## config.mk

```make
export PLATFORM = sky130hd
export DESIGN_NAME = ground_scroll_ctrl
export DESIGN_NICKNAME = d
export VERILOG_FILES = /design/src/rtl/ground_scroll_ctrl.sv
export SDC_FILE = /design/constraint.sdc
export NUM_CORES = 1
export LEC_CHECK = 0
export CORE_ASPECT_RATIO = 0.7
export CORE_UTILIZATION = 40
export DETAILED_ROUTE_END_ITERATION = 12
export PLACE_DENSITY_LB_ADDON = 0.12
export SYNTH_ARGS = -nofsm -noshare
export SYNTH_HDL_FRONTEND = slang
export SYNTH_SLANG_ARGS = --single-unit
export TNS_END_PERCENT = 100
```

## constraint.sdc

```tcl
create_clock -name vga_clk -period 2.5 [get_ports vga_clk]
set_input_delay 0.625 -clock vga_clk [delete_from_list [all_inputs] [get_ports vga_clk]]
set_output_delay 0.625 -clock vga_clk [all_outputs]
set_load 0.1 [all_outputs]
```

## src/rtl/ground_scroll_ctrl.sv

```systemverilog
// ground_scroll_ctrl: scrolling ground band renderer for a VGA endless-runner.
// Detects the frame boundary from vs, runs an IDLE/RUN/PAUSED controller that
// advances the horizontal scroll offset once per RUN frame with a stepped
// speed ramp, and renders a registered ground pixel from row/column.
//
// Ports:
//   vga_clk       in   pixel clock, all state changes on its rising edge
//   clr           in   asynchronous active-high reset
//   run           in   1 = game running, 0 = return to IDLE (sampled at frame boundary)
//   pause         in   1 = freeze scrolling while running (sampled at frame boundary)
//   vs            in   vertical sync, low during the first two lines
//   rdn           in   active-low pixel read strobe
//   row_addr      in   current pixel row (9b)
//   col_addr      in   current pixel column (10b)
//   px_ground     out  ground pixel, 1 = black (registered, 1-cycle latency)
//   scroll_offset out  horizontal scroll offset (10b)
//   speed         out  scroll step in pixels per frame (4b)
//   frame_cnt     out  RUN frame counter (16b)
//   state         out  00 IDLE, 01 RUN, 10 PAUSED
module ground_scroll_ctrl #(
  parameter logic [8:0] GROUND_TOP      = 9'd400,
  parameter logic [3:0] SPEED_INIT      = 4'd2,
  parameter logic [3:0] SPEED_MAX       = 4'd8,
  parameter logic [7:0] FRAMES_PER_STEP = 8'd120
) (
  input  logic        vga_clk,
  input  logic        clr,
  input  logic        run,
  input  logic        pause,
  input  logic        vs,
  input  logic        rdn,
  input  logic [8:0]  row_addr,
  input  logic [9:0]  col_addr,
  output logic        px_ground,
  output logic [9:0]  scroll_offset,
  output logic [3:0]  speed,
  output logic [15:0] frame_cnt,
  output logic [1:0]  state
);

  localparam int unsigned OFF_W  = 10;
  localparam int unsigned ROW_W  = 10;
  localparam int unsigned STEP_W = 8;

  typedef enum logic [1:0] {
    S_IDLE   = 2'b00,
    S_RUN    = 2'b01,
    S_PAUSED = 2'b10
  } state_e;

  state_e              state_q, state_d;
  logic                vs_q;
  logic [OFF_W-1:0]    offset_q;
  logic [3:0]          speed_q;
  logic [15:0]         frame_q;
  logic [STEP_W-1:0]   step_q;
  logic                px_q;

  logic                fb_c;
  logic                upd_c;
  logic                px_d;
  logic [1:0]          stripe_c;
  logic [ROW_W-1:0]    row_c;
  logic [ROW_W-1:0]    top_c;

  // Frame boundary: vs seen low while its registered copy is still high.
  always_comb begin
    fb_c    = vs_q & ~vs;
    state_d = state_q;
    if (fb_c) begin
      if (!run)      state_d = S_IDLE;
      else if (pause) state_d = S_PAUSED;
      else            state_d = S_RUN;
    end
    upd_c = fb_c && (state_q == S_RUN) && (state_d == S_RUN);
  end

  // Ground pixel: solid band of 8 rows, then a 4-row dashed lip whose dash
  // pattern (8 on, 24 off) moves with the scroll offset.
  always_comb begin
    row_c    = ROW_W'(row_addr);
    top_c    = ROW_W'(GROUND_TOP);
    stripe_c = 2'((col_addr[4:0] + scroll_offset[4:0]) >> 3);
    px_d     = 1'b0;
    if (!rdn) begin
      if (row_c >= top_c && row_c < top_c + ROW_W'(8))
        px_d = 1'b1;
      else if (row_c >= top_c + ROW_W'(8) && row_c < top_c + ROW_W'(12) && stripe_c == 2'b00)
        px_d = 1'b1;
    end
  end

  // Controller, scroll counters and pixel register.
  always_ff @(posedge vga_clk or posedge clr) begin
    if (clr) begin
      state_q  <= S_IDLE;
      vs_q     <= 1'b1;
      offset_q <= '0;
      speed_q  <= SPEED_INIT;
      frame_q  <= '0;
      step_q   <= '0;
      px_q     <= 1'b0;
    end else begin
      vs_q <= vs;
      px_q <= px_d;
      if (fb_c) begin
        state_q <= state_d;
        if (state_d == S_IDLE) begin
          offset_q <= '0;
          speed_q  <= SPEED_INIT;
          frame_q  <= '0;
          step_q   <= '0;
        end else if (upd_c) begin
          offset_q <= offset_q + OFF_W'(speed_q);
          frame_q  <= frame_q + 16'd1;
          // Speed bump takes effect for the offset update at the next boundary.
          if (step_q == FRAMES_PER_STEP - 8'd1) begin
            step_q <= '0;
            if (speed_q < SPEED_MAX) speed_q <= speed_q + 4'd1;
          end else begin
            step_q <= step_q + 8'd1;
          end
        end
      end
    end
  end

  assign state         = state_q;
  assign scroll_offset = offset_q;
  assign speed         = speed_q;
  assign frame_cnt     = frame_q;
  assign px_ground     = px_q;

endmodule

```

-- Word-level counts from Yosys, hierarchy flattened
Cells that the tools add are included.
- add/sub/neg operators: 5
- multipliers: 0
- div/mod/pow operators: 0
- $lt $le $gt $ge: 5
- equal/unequal tests: 3
- shift operators: 0
- multiplexer cells: 17
- bitwise operators: 2
- reduce and logical (&&, ||, !) cells: 12
- operator list (kind ; count):
    16-bit two-way mux ; 2
    8-bit two-way mux ; 3
    10-bit two-way mux ; 2
    9-bit >= comparator, second input constant ; 2
    9-bit less-than comparator, second input constant ; 2
    16-bit by 1-bit adder with 16-bit output, second input constant ; 1
    4-bit two-way mux ; 4
    10-bit by 4-bit adder with 10-bit output ; 1
    8-bit by 1-bit adder with 8-bit output, second input constant ; 1
    8-bit by 7-bit equality test with 1-bit output, second input constant ; 1
    2-bit two-way mux ; 3
    2-bit nonzero test ; 3
    5-bit adder ; 1
    1-bit logical AND ; 5
    4-bit by 1-bit adder with 4-bit output, second input constant ; 1
    2-bit by 1-bit equality test with 1-bit output, second input constant ; 2
    2-bit zero test ; 2
    4-bit less-than comparator, second input constant ; 1
    4-bit AND reduction ; 1
    1-bit two-way mux ; 3
    2-bit AND reduction ; 1
    1-bit AND ; 1
    1-bit NOT ; 1
- register bits after elaboration: 42
- bits in latches: 0
- RAM bits: 0
- memory bits (read-only): 0
- input port bits: 25
- output and inout bits: 33
- word-level logic and storage cells: 51
- memories: 0

-- Logic depth before layout (Yosys ltp)
- depth after elaboration: 7
- gate-level depth with buffers: 8

-- Least setup slack after synthesis
No wires, ideal clock.
- path kind: reg-to-reg
- from: register speed_q[0], in the netlist speed[0]
- to: register offset_q[6], in the netlist scroll_offset[6]
- setup time: 0.074 ns
- arrival: 2.618 ns
- required time: 2.426 ns
- slack: -0.192 ns
- cell stages (with the launch flop): 9
- period minus slack after synthesis: 2.692 ns
- path through: dfrtp_1 > ha_1 > inv_1 > fa_1 > nor2b_1 > o21ai_0 > a2111o_1 > xor2_1 > nor2_1
- longest elaborated chain between the ends: 3
- RTL lines (item ; line ; text):
    from (decl) ; 54 ; logic [3:0] speed_q;
    from (signal assigned) ; 119 ; if (speed_q < SPEED_MAX) speed_q <= speed_q + 4'd1;
    10-bit by 4-bit adder with 10-bit output ; 114 ; offset_q <= offset_q + OFF_W'(speed_q);
    10-bit two-way mux ; 113 ; end else if (upd_c) begin
    10-bit two-way mux ; 108 ; if (state_d == S_IDLE) begin
    to (signal assigned) ; 114 ;
    to (decl) ; 53 ; logic [OFF_W-1:0] offset_q;
Every way passes these cells. The select of a mux whose other input is x is not followed.
A chain may end at the register's enable or synchronous reset.

-- Final worst setup path
- from: input port pause
- to: register offset_q[6], in the netlist scroll_offset[6]
- longest elaborated chain between the ends: 7
- elaborated cells on any way between the ends: 9
- classes of those cells: eq/ne: 1; mux: 4; reduce/logical: 4
- RTL lines (item ; line ; text):
    from (decl) ; 29 ; input logic pause,
    2-bit two-way mux (*) ; 72 ; else if (pause) state_d = S_PAUSED;
    2-bit two-way mux (*) ; 71 ; if (!run) state_d = S_IDLE;
    2-bit two-way mux (*) ; 70 ; if (fb_c) begin
    2-bit by 1-bit equality test with 1-bit output ; 75 ; upd_c = fb_c && (state_q == S_RUN) && (state_d == S_RUN);
    1-bit logical AND ; 75 ;
    2-bit nonzero test (no line) ; - ;
    2-bit AND reduction (no line) ; - ;
Mark *: on every way between the ends. The rest lies on a longest branch, timed or not.

==> flow_summary.yaml <==
sta:
  clock_skew_ps: 5.13
  rsz0062_at_grt: "false"
  fin_crit_ps: 2200
  holdWs_ps: 506
  fin_crit_sh: 0.881
  worst_pin_slew_ps: 531
  hold_violations: 0
  setup_violations: 0
  max_freq_ghz: 0.454
  slew_viol_final: 0
  relSlewSlack: 0.646
floorplan:
  core_area_um2: 5370
  fp.dieH_um: 65.1
  dieArea_um2: 6000
  io_pins: 58
  die_w_um: 92.1
  rows: 22
  initial_core_util: 0.424
cells_and_area:
  layout_commonest_cell: "buf_4"
  fin_util: 0.557
  fill_cells: 490
  synthToLayoutAreaGrowth_pct: 31.5
  finalNetCount: 332
  final_cell_mix: "buf_4 (50), dfrtp_1 (37), nor2_1 (29)"
  diodes: 0
  drive_above_1_share: 0.232
logic_synthesis:
  ys.warnings.count: 0
  synth_top_cell_by_area: "dfrtp_1"
  ys_seq_area_frac: 0.463
  syn_nets: 265
  yosysTopAreaCellShare: 0.440
  synth_flop_cell: "dfrtp_1"
  yosysUniqueCellTypes: 47
  synth.cell_area_um2: 2270
  synth_area_leaders: "dfrtp_1 (44%), xor2_1 (6.5%), ha_1 (5.5%)"
  synth_seq_cells: 42
  synth_edf_count: 0
  synthCells: 229
  async_reset_ff_frac: 1.00
  synth_area_per_cell_um2: 9.93
setup_path:
  critPathTopFamily: "compound AO/OA/AOI/OAI gates"
  rr_worst_depth: 7
  cp_slowest_cell: "clkdlybuf4s50_1"
  r2r_end: "scroll_offset[6]$_DFFE_PP0P_"
  r2r_slack_ps: 320
  end_kind: "flip-flop"
  required_ps: 2680
  startpoint_type: "primary input"
  crit_path_cell_trace: "clkdlybuf4s50_1 > or3b_4 > a21o_1 > a2111o_1 > xor2_1 > nor2_1"
  slowest_delay_ps: 450
  critPathBufInv: 1
  worstPathArrival_ps: 2380
  critPathKind: "in2reg"
  crit_fanout: 5
  timing.rr.start: "speed[1]$_DFFE_PP1P_"
detailed_routing:
  drtPass1Iterations: 4
  routedWlPerCell_um: 13.5
  drt_wl_total_um: 4960
  via_count: 1870
  drc_errors: 0
  drt_iter0_drc: 78
  vias_per_cell: 5.07
  drt.antenna.violating_nets: 0
clock_network:
  cts_sinks: 42
  cts_setup_buffers: 0
  clkSlewWorstSetupHoldPaths_ps: 80
  clk_latency_ps: 290
  cts_root_buf: "clkbuf_8"
  ctsHoldBuffers: 0
  clockBufferDepth: 2
  cts_tree: "yes"
  cts_resized: 0
  numCtsBuffers: 5
  htreeDepth: 2
pwr:
  power_per_cell_area_nw_per_um2: 588
  leakage_nw: 1.42
  irDropWorstVdd_mv: 0.251
global_route:
  grt_overflow: 0
  grt_antenna_before_repair: 0
  met2_usage: 0.275
  grtUsageMet1: 0.270
  grt_pass1_vias: 1797
  grt_pass1_wl_um: 8540
  grt_busiest_layer: "met2"
  grt_max_degree: 43
  grt_usage: 0.187
  gr-usage-met3: 0.0440
min_path:
  holdCritPathClass: "reg2reg"
  hold_path_end: "step_q[1]$_DFFE_PP0P_"
  whs_path_depth: 2
  worstHoldStart: "step_q[1]$_DFFE_PP0P_"
placed_design:
  dp_hpwl_um: 3780
  gp_congestion: 0.759
  io_buffers: 50
status:
  outcome: "finished clean"
run:
  maxCapViolCount: 0
-- stage by stage --
stage               TNS (ps)  instances  power, mW  cell area [um2]  setup slack [ps]
finish                     0        369       1.76             2990               298
global route               0        369       1.85             2990               150
CTS                        0        369       1.78             2990               294
detailed placement     -19.8        361       1.25             2880             -10.4
global placement           0        361       1.25             2880              6.32
floorplan                  0        229       1.11             2280              84.1
-- routing by layer --
metal | wire length, um | vias up | share of wire
met5 | 0 | - | 0
met4 | 55 | 0 | 0.011
met3 | 200 | 7 | 0.040
met2 | 2120 | 34 | 0.43
li1 | - | 936 | -
met1 | 2590 | 893 | 0.52
-- sequential cells by signal (all words and copies together), names as in the netlist --
register	count
speed	4
state	2
scroll_offset	10
frame_cnt	16
px_ground	1
step_q	8
vs_q	1
-- worst max path at each step --
stage                     slack [ps]  depth (start not counted)                      endpoint                  from
after global routing             150                          7  scroll_offset[6]$_DFFE_PP0P_  speed[1]$_DFFE_PP1P_
after CTS                        290                          6  scroll_offset[6]$_DFFE_PP0P_                 pause
after detailed placement         -10                          6         step_q[3]$_DFFE_PP0P_                 pause
after global placement             6                          6  scroll_offset[6]$_DFFE_PP0P_                 pause
after floorplan                   80                          7  scroll_offset[6]$_DFFE_PP0P_  speed[1]$_DFFE_PP1P_
final                            300                          6  scroll_offset[6]$_DFFE_PP0P_                 pause
-- worst register-to-register path: cells and delay by family, from the launching register on --
family	cells	cell delay, ps
AOI/OAI and AO/OA	2	620
xor gates and xnor gates	1	150
adders and majority gates	1	440
buffers and inverters	1	80
DFF	1	590
and+or+nand+nor	2	200
-- cells by family after synthesis --
group	count (synthesis)	synth area share
AO/OA/AOI/OAI	33	0.105
XOR/XNOR	28	0.108
adder cells (fa/ha/maj)	11	0.0638
buffers and inverters	17	0.0297
flip-flops	42	0.463
multiplexers	2	0.00880
AND/OR/NAND/NOR	96	0.222
-- power by group --
part           leakage (nW)  switching, mW  internal, mW
Combinational         0.794          0.318         0.142
Sequential            0.570         0.0528         0.724
Clock                0.0524          0.223         0.299
-- Yosys cell counts (all sizes together), types with 4 or more instances --
cell / instances
nand2: 18
clkbuf: 4
ha: 10
xor2: 17
and3: 4
xnor2: 11
a21oi: 6
nor2: 29
dfrtp: 40
inv: 10
o21ai: 11
and4: 4
nand4: 7
nand3: 12
-- layout make-up --
class                           instances  area, um2  area share
Clock buffer                            7       76.3      0.0255
Clock inverter                          1       30.0      0.0100
Inverter                               10       37.5      0.0126
Multi-Input combinational cell        170       1150       0.386
Sequential cell                        42       1060       0.354
Tap cell                               72       90.1      0.0301
Timing Repair Buffer                   67        546       0.182
Note: power is estimated with default switching activity, not from simulation.
